### src/rtl/cnn_fc_pkg.sv
// Shared sizes, limits and FSM encoding for the
// fully-connected argmax head of the CNN pipeline.
package cnn_fc_pkg;

  localparam int N_FEAT  = 4;
  localparam int N_CLASS = 3;
  localparam int DATA_W  = 16;
  localparam int ACC_W   = 34;

  localparam logic signed [DATA_W-1:0] SAT_MAX =
    16'sh7fff;
  localparam logic signed [DATA_W-1:0] SAT_MIN =
    16'sh8000;

  localparam logic signed [ACC_W-1:0] ACC_MAX =
    34'sd32767;
  localparam logic signed [ACC_W-1:0] ACC_MIN =
    -34'sd32768;

  typedef enum logic [1:0] {
    IDLE,
    COLLECT,
    COMPUTE,
    OUT
  } state_e;

endpackage

### src/rtl/cnn_fc_mac.sv
// One signed multiply-accumulate step with the
// running sum also clamped to a 16-bit score.
module cnn_fc_mac
  import cnn_fc_pkg::*;
(
  input  logic signed [DATA_W-1:0] a_i,
  input  logic signed [DATA_W-1:0] b_i,
  input  logic signed [ACC_W-1:0]  acc_i,
  output logic signed [ACC_W-1:0]  sum_o,
  output logic signed [DATA_W-1:0] sat_o
);

  logic signed [2*DATA_W-1:0] prod;

  // product, sign-extended add, clamp
  always_comb begin
    prod  = a_i * b_i;
    sum_o = acc_i + $signed(
      {{(ACC_W-2*DATA_W){prod[2*DATA_W-1]}},
       prod});
    if (sum_o > ACC_MAX) begin
      sat_o = SAT_MAX;
    end else if (sum_o < ACC_MIN) begin
      sat_o = SAT_MIN;
    end else begin
      sat_o = sum_o[DATA_W-1:0];
    end
  end

endmodule

### src/rtl/cnn_fc_argmax.sv
// Collects one frame of pooled features, runs a
// serial FC layer and reports the winning class.
module cnn_fc_argmax
  import cnn_fc_pkg::*;
#(
  parameter int N_FEAT  = cnn_fc_pkg::N_FEAT,
  parameter int N_CLASS = cnn_fc_pkg::N_CLASS
) (
  input  logic        clk,
  input  logic        rst,
  input  logic        in_valid,
  input  logic [15:0] in_data,
  input  logic        w_we,
  input  logic [3:0]  w_addr,
  input  logic [15:0] w_data,
  output logic        out_valid,
  output logic [1:0]  out_class,
  output logic [15:0] out_score,
  output logic        drop
);

  localparam int NW  = N_FEAT * N_CLASS;
  localparam int FW  =
    (N_FEAT > 1) ? $clog2(N_FEAT) : 1;
  localparam int CW  = $clog2(N_CLASS + 1);
  localparam int WAW =
    (NW > 1) ? $clog2(NW) : 1;

  state_e state_q, state_d;

  logic [FW-1:0] f_cnt_q, f_cnt_d;
  logic [FW-1:0] mf_q, mf_d;
  logic [CW-1:0] mc_q, mc_d;

  logic signed [ACC_W-1:0] acc_q, acc_d;
  logic [1:0]  best_c_q, best_c_d;
  logic signed [DATA_W-1:0] best_s_q, best_s_d;

  logic signed [DATA_W-1:0] feat_q [N_FEAT];
  logic signed [DATA_W-1:0] feat_d [N_FEAT];
  logic signed [DATA_W-1:0] w_q [NW];
  logic signed [DATA_W-1:0] w_d [NW];

  logic        out_valid_q, out_valid_d;
  logic [1:0]  out_class_q, out_class_d;
  logic [15:0] out_score_q, out_score_d;

  logic open_win;
  logic accept;
  logic last_feat;
  logic wr_ok;
  logic mac_done;
  logic mac_run;
  logic mac_last;
  logic out_load;

  logic [WAW-1:0] w_idx;
  logic signed [ACC_W-1:0]  mac_acc;
  logic signed [ACC_W-1:0]  mac_sum;
  logic signed [DATA_W-1:0] mac_sat;

  // Feature/weight loading is open only between
  // frames; the MAC walks class-major, and one
  // trailing COMPUTE cycle drains the last argmax.
  always_comb begin
    open_win  = (state_q == IDLE) ||
                (state_q == COLLECT);
    accept    = in_valid && open_win;
    last_feat = f_cnt_q == FW'(N_FEAT - 1);
    wr_ok     = w_we && open_win &&
                ({28'd0, w_addr} < NW);
    mac_done  = mc_q == CW'(N_CLASS);
    mac_run   = (state_q == COMPUTE) &&
                !mac_done;
    mac_last  = mf_q == FW'(N_FEAT - 1);
    w_idx     = WAW'(int'(mc_q) * N_FEAT +
                     int'(mf_q));
    mac_acc   = (mf_q == '0) ? '0 : acc_q;
  end

  cnn_fc_mac u_mac (
    .a_i   (feat_q[mf_q]),
    .b_i   (w_q[w_idx]),
    .acc_i (mac_acc),
    .sum_o (mac_sum),
    .sat_o (mac_sat)
  );

  // FSM state register
  always_ff @(posedge clk or posedge rst) begin
    if (rst) begin
      state_q <= IDLE;
    end else begin
      state_q <= state_d;
    end
  end

  // FSM next state
  always_comb begin
    state_d = state_q;
    unique case (state_q)
      IDLE: begin
        if (accept) begin
          state_d = last_feat ? COMPUTE
                              : COLLECT;
        end
      end
      COLLECT: begin
        if (accept && last_feat) begin
          state_d = COMPUTE;
        end
      end
      COMPUTE: begin
        if (mac_done) begin
          state_d = OUT;
        end
      end
      OUT:     state_d = IDLE;
      default: state_d = IDLE;
    endcase
  end

  // FSM outputs: result load and drop strobe
  always_comb begin
    out_load = (state_q == COMPUTE) && mac_done;
    drop     = in_valid && !open_win;
  end

  // datapath next-state
  always_comb begin
    f_cnt_d  = f_cnt_q;
    mf_d     = mf_q;
    mc_d     = mc_q;
    acc_d    = acc_q;
    best_c_d = best_c_q;
    best_s_d = best_s_q;
    feat_d   = feat_q;
    w_d      = w_q;

    if (accept) begin
      feat_d[f_cnt_q] = in_data;
      f_cnt_d = last_feat ? '0
                          : f_cnt_q + 1'b1;
    end

    if (wr_ok) begin
      w_d[w_addr[WAW-1:0]] = w_data;
    end

    if (mac_run) begin
      acc_d = mac_sum;
      if (mac_last) begin
        mf_d = '0;
        mc_d = mc_q + 1'b1;
        if ((mc_q == '0) ||
            (mac_sat > best_s_q)) begin
          best_c_d = 2'(mc_q);
          best_s_d = mac_sat;
        end
      end else begin
        mf_d = mf_q + 1'b1;
      end
    end

    if (state_q == OUT) begin
      mc_d     = '0;
      acc_d    = '0;
      best_c_d = '0;
      best_s_d = '0;
    end

    out_valid_d = out_load;
    out_class_d = out_load ? best_c_q : '0;
    out_score_d = out_load ? best_s_q : '0;
  end

  // datapath registers
  always_ff @(posedge clk or posedge rst) begin
    if (rst) begin
      f_cnt_q     <= '0;
      mf_q        <= '0;
      mc_q        <= '0;
      acc_q       <= '0;
      best_c_q    <= '0;
      best_s_q    <= '0;
      out_valid_q <= 1'b0;
      out_class_q <= '0;
      out_score_q <= '0;
      for (int i = 0; i < N_FEAT; i++) begin
        feat_q[i] <= '0;
      end
      for (int i = 0; i < NW; i++) begin
        w_q[i] <= '0;
      end
    end else begin
      f_cnt_q     <= f_cnt_d;
      mf_q        <= mf_d;
      mc_q        <= mc_d;
      acc_q       <= acc_d;
      best_c_q    <= best_c_d;
      best_s_q    <= best_s_d;
      out_valid_q <= out_valid_d;
      out_class_q <= out_class_d;
      out_score_q <= out_score_d;
      feat_q      <= feat_d;
      w_q         <= w_d;
    end
  end

  assign out_valid = out_valid_q;
  assign out_class = out_class_q;
  assign out_score = out_score_q;

endmodule

### config.mk
export PLATFORM = sky130hd
export DESIGN_NAME = cnn_fc_argmax
export DESIGN_NICKNAME = d
export VERILOG_FILES = /design/src/rtl/cnn_fc_pkg.sv /design/src/rtl/cnn_fc_mac.sv /design/src/rtl/cnn_fc_argmax.sv
export SDC_FILE = /design/constraint.sdc
export NUM_CORES = 2
export LEC_CHECK = 0
export ABC_AREA = 1
export ABC_CLOCK_PERIOD_IN_PS = 12600
export BUFFER_PORTS_ARGS = -buffer_cell sky130_fd_sc_hd__buf_4
export CORE_MARGIN = 2
export CORE_UTILIZATION = 50
export CTS_CLUSTER_DIAMETER = 80
export CTS_CLUSTER_SIZE = 12
export DETAILED_ROUTE_END_ITERATION = 16
export GPL_TIMING_DRIVEN = 0
export PLACE_DENSITY_LB_ADDON = 0.08
export RECOVER_POWER = 50
export SLEW_MARGIN = 10
export SYNTH_ARGS = -nofsm -noshare
export SYNTH_HDL_FRONTEND = slang
export SYNTH_SLANG_ARGS = --single-unit
### constraint.sdc
create_clock -name clk -period 12.6 [get_ports clk]
set_input_delay 2.52 -clock clk [delete_from_list [all_inputs] [get_ports clk]]
set_output_delay 2.52 -clock clk [all_outputs]
set_load 0.01 [all_outputs]
==> results.py <==
metrics = {
    "clock_tree": {
        "cts-resized-gates": 0,
        "htree_levels": 2,
        "clk_pin_slew_worst_paths_ps": 60,
        "clock_sink_count": 335,
        "cts_root_buf": "clkbuf_16",
        "cts_hold_buf": 0,
        "post-cts-setup-buffers": 0,
        "numCtsBuffers": 34,
        "cts_tree": "done",
        "clk_latency_ps": 590,
        "clk_path_buf_depth": 3,
    },
    "grt": {
        "grt_max_degree": 99,
        "grt_pass1_wl_mm": 137.3,
        "grt_overflow_total": 0,
        "antenna_found_initial": 0,
        "grt_pass1_vias": 23540,
        "grt_usage": 0.3231,
    },
    "setup_path": {
        "crit_path_end_kind": "register",
        "cp_data_required_time_ps": 13100,
        "worst_path_max_delay_cell": "a32oi_1",
        "reg2reg_slack_ps": 930,
        "crit_type": "register to register",
        "crit_arrival_ps": 12170,
        "cpLargestDelayFamily": "adder cells",
        "r2r_end": "best_s_q[13]$_DFFE_PP0P_",
        "startpoint": "mf_q[0]$_DFFE_PP0P_",
        "crit_fanout": 10,
        "worst_setup_path_start_kind": "register",
        "r2r_start": "mf_q[0]$_DFFE_PP0P_",
        "critPathBufInv": 13,
        "worst_path_largest_cell_delay_ps": 1110,
        "path_common_cell": "nand2_1",
        "reg2regPathDepth": 48,
    },
    "cells_and_area": {
        "utilization": 0.5472,
        "n_antenna_cell": 0,
        "area_growth_syn_to_layout_pct": 8.553,
        "drive_above_1_share": 0.05428,
        "num-nets-final": 3858,
    },
    "synth": {
        "synth_cell_types": 48,
        "synth_edf_count": 0,
        "synthCells": 3285,
        "synth.largest_area_cell": "dfrtp_1",
        "synthTopCellsByCount": "nand2_1 (736), inv_1 (582), o21ai_0 (376)",
        "async_reset_ff_frac": 1.000,
        "syn_area_um2": 27020,
        "ys_warn_count": 0,
        "ys.flop_type": "dfrtp_1",
        "syn_nets": 3760,
        "synth.top_cell.area_share": 0.3103,
        "synth.avg_cell_area_um2": 8.225,
        "synth_area_leaders": "dfrtp_1 (31%), fa_1 (23%), nand2_1 (10%)",
        "yosysMostFrequentCell": "nand2_1",
        "yosys_register_bits": 335,
        "ys_seq_area_frac": 0.3103,
    },
    "sta": {
        "min_period_ps": 11670,
        "period_share": 0.9263,
        "rsz0062_at_grt": "false",
        "max_slew.worst_pin.slew_ps": 5350,
        "hold_viol": 0,
        "setup_viol": 0,
        "slew_headroom": -2.567,
        "skew_ps": 39.66,
        "max_freq_ghz": 0.08568,
        "drv_slew": 342,
    },
    "placement": {
        "dp_hpwl_mm": 68.53,
        "port_buffers": 59,
        "place.gp.congestion": 0.9274,
    },
    "drt": {
        "dr.first_iter.drc_count": 2310,
        "vias": 22930,
        "first_pass_iters": 6,
        "postRouteAntennaNets": 0,
        "drcViolationCount": 0,
        "wl_per_cell_um": 21.34,
        "via_per_inst": 5.611,
        "finalWirelength_mm": 87.18,
    },
    "floorplanning": {
        "fp-row-count": 85,
        "die_h_um": 236.5,
        "initial_core_util": 0.5041,
        "dieArea_um2": 55910,
        "ioPinCount": 60,
        "coreArea_um2": 53600,
        "die_x_um": 236.5,
    },
    "min_path": {
        "hp-class": "register to register",
        "min_to": "best_s_q[4]$_DFFE_PP0P_",
        "hold_start": "best_s_q[4]$_DFFE_PP0P_",
        "hold_depth": 2,
    },
    "status": {
        "violations": "capacitance limit, slew limit",
        "status": "finished, violations left",
    },
    "job": {
        "drv_cap": 4,
    },
}
worst reg2reg max path: cells and delay by family, from the launching register on:
family,cells,cell delay [ps]
AO/OA/AOI/OAI,3,1490
buffers and inverters,13,2860
flip-flops,1,460
XOR/XNOR,1,130
AND/OR/NAND/NOR,23,3120
adder cells (fa/ha/maj),8,3540
logic make-up after synthesis:
kind of cell,Yosys count,synth area share
buffers and inverters,736,0.1043
xor gates and xnor gates,23,0.007456
AOI/OAI and AO/OA,534,0.1112
and+or+nand+nor,1222,0.1805
adders and majority gates,435,0.2862
DFF,335,0.3103
how the worst max path moves through the flow:
stage / end / slack, ps / cells after the start
after floorplan: acc_q[0]$_DFFE_PP0P_ / 800 / 1
after global placement: out_score[9]$_DFF_PP0_ / -3050 / 2
after detailed placement: best_s_q[13]$_DFFE_PP0P_ / 1250 / 48
after CTS: best_s_q[13]$_DFFE_PP0P_ / 1190 / 46
after global routing: best_s_q[11]$_DFFE_PP0P_ / 250 / 46
final: best_s_q[13]$_DFFE_PP0P_ / 930 / 48
sequential cells by signal (all words and copies together), names as in the netlist:
register   cells
mf_q           2
state_q        2
out_score     16
mc_q           2
out_class      2
w_q          192
out_valid      1
feat_q        64
best_c_q       2
best_s_q      16
acc_q         34
f_cnt_q        2
per-stage QoR:
stage	instances	hold slack (ps)	instance area, um^2	TNS [ps]	worst slack, ps
2_1_floorplan	3285	445.1	27020	0	798.5
3_3_place_gp	4040	460.3	28330	-1000350	-3051
3_5_place_dp	4043	464.6	28420	0	1253
4_1_cts	4086	481.2	29410	0	1192
5_1_grt	4086	491.1	29330	0	248.5
6_report	4086	481.1	29330	0	928.1
per-layer routing:
metal	vias up	GRT usage	routed length, um
li1	10290	-	-
met1	11490	0.4786	38460
met2	992	0.4865	37820
met3	156	0.06167	8552
met4	0	0.08937	2348
met5	-	0	0
placed cells by master, fill, tap and decap left out, types with 5 or more instances in the layout:
cell and n:
nand3_2 6, a21oi_1 46, xor2_1 12, fa_1 305
a32oi_2 8, nor2_1 359, ha_1 130, nand3_1 52
clkbuf_16 34, buf_4 61, nor3_1 9, o211ai_1 12
buf_1 7, xnor2_1 11, clkbuf_1 120, buf_2 17
a32oi_1 7, inv_1 581, nand2_1 736, clkinv_1 5
o22ai_1 47, o21ai_0 376, dfrtp_1 335, nand2_2 18
or2_2 7, nor2_2 9, nand4_1 13, o221ai_1 23
layout make-up:
cell class / instances / area (um^2)
Fill cell: 5171 / 24270
Buffer: 145 / 599.3
Inverter: 591 / 2220
Multi-Input combinational cell: 2214 / 15820
Clock inverter: 5 / 117.6
Tap cell: 696 / 870.8
Sequential cell: 335 / 8383
Clock buffer: 38 / 865.8
Timing Repair Buffer: 62 / 456.7
Power is left out: the tool's default activity adds up to more than one toggle a clock period on the data nets, which glitch-free logic cannot reach.
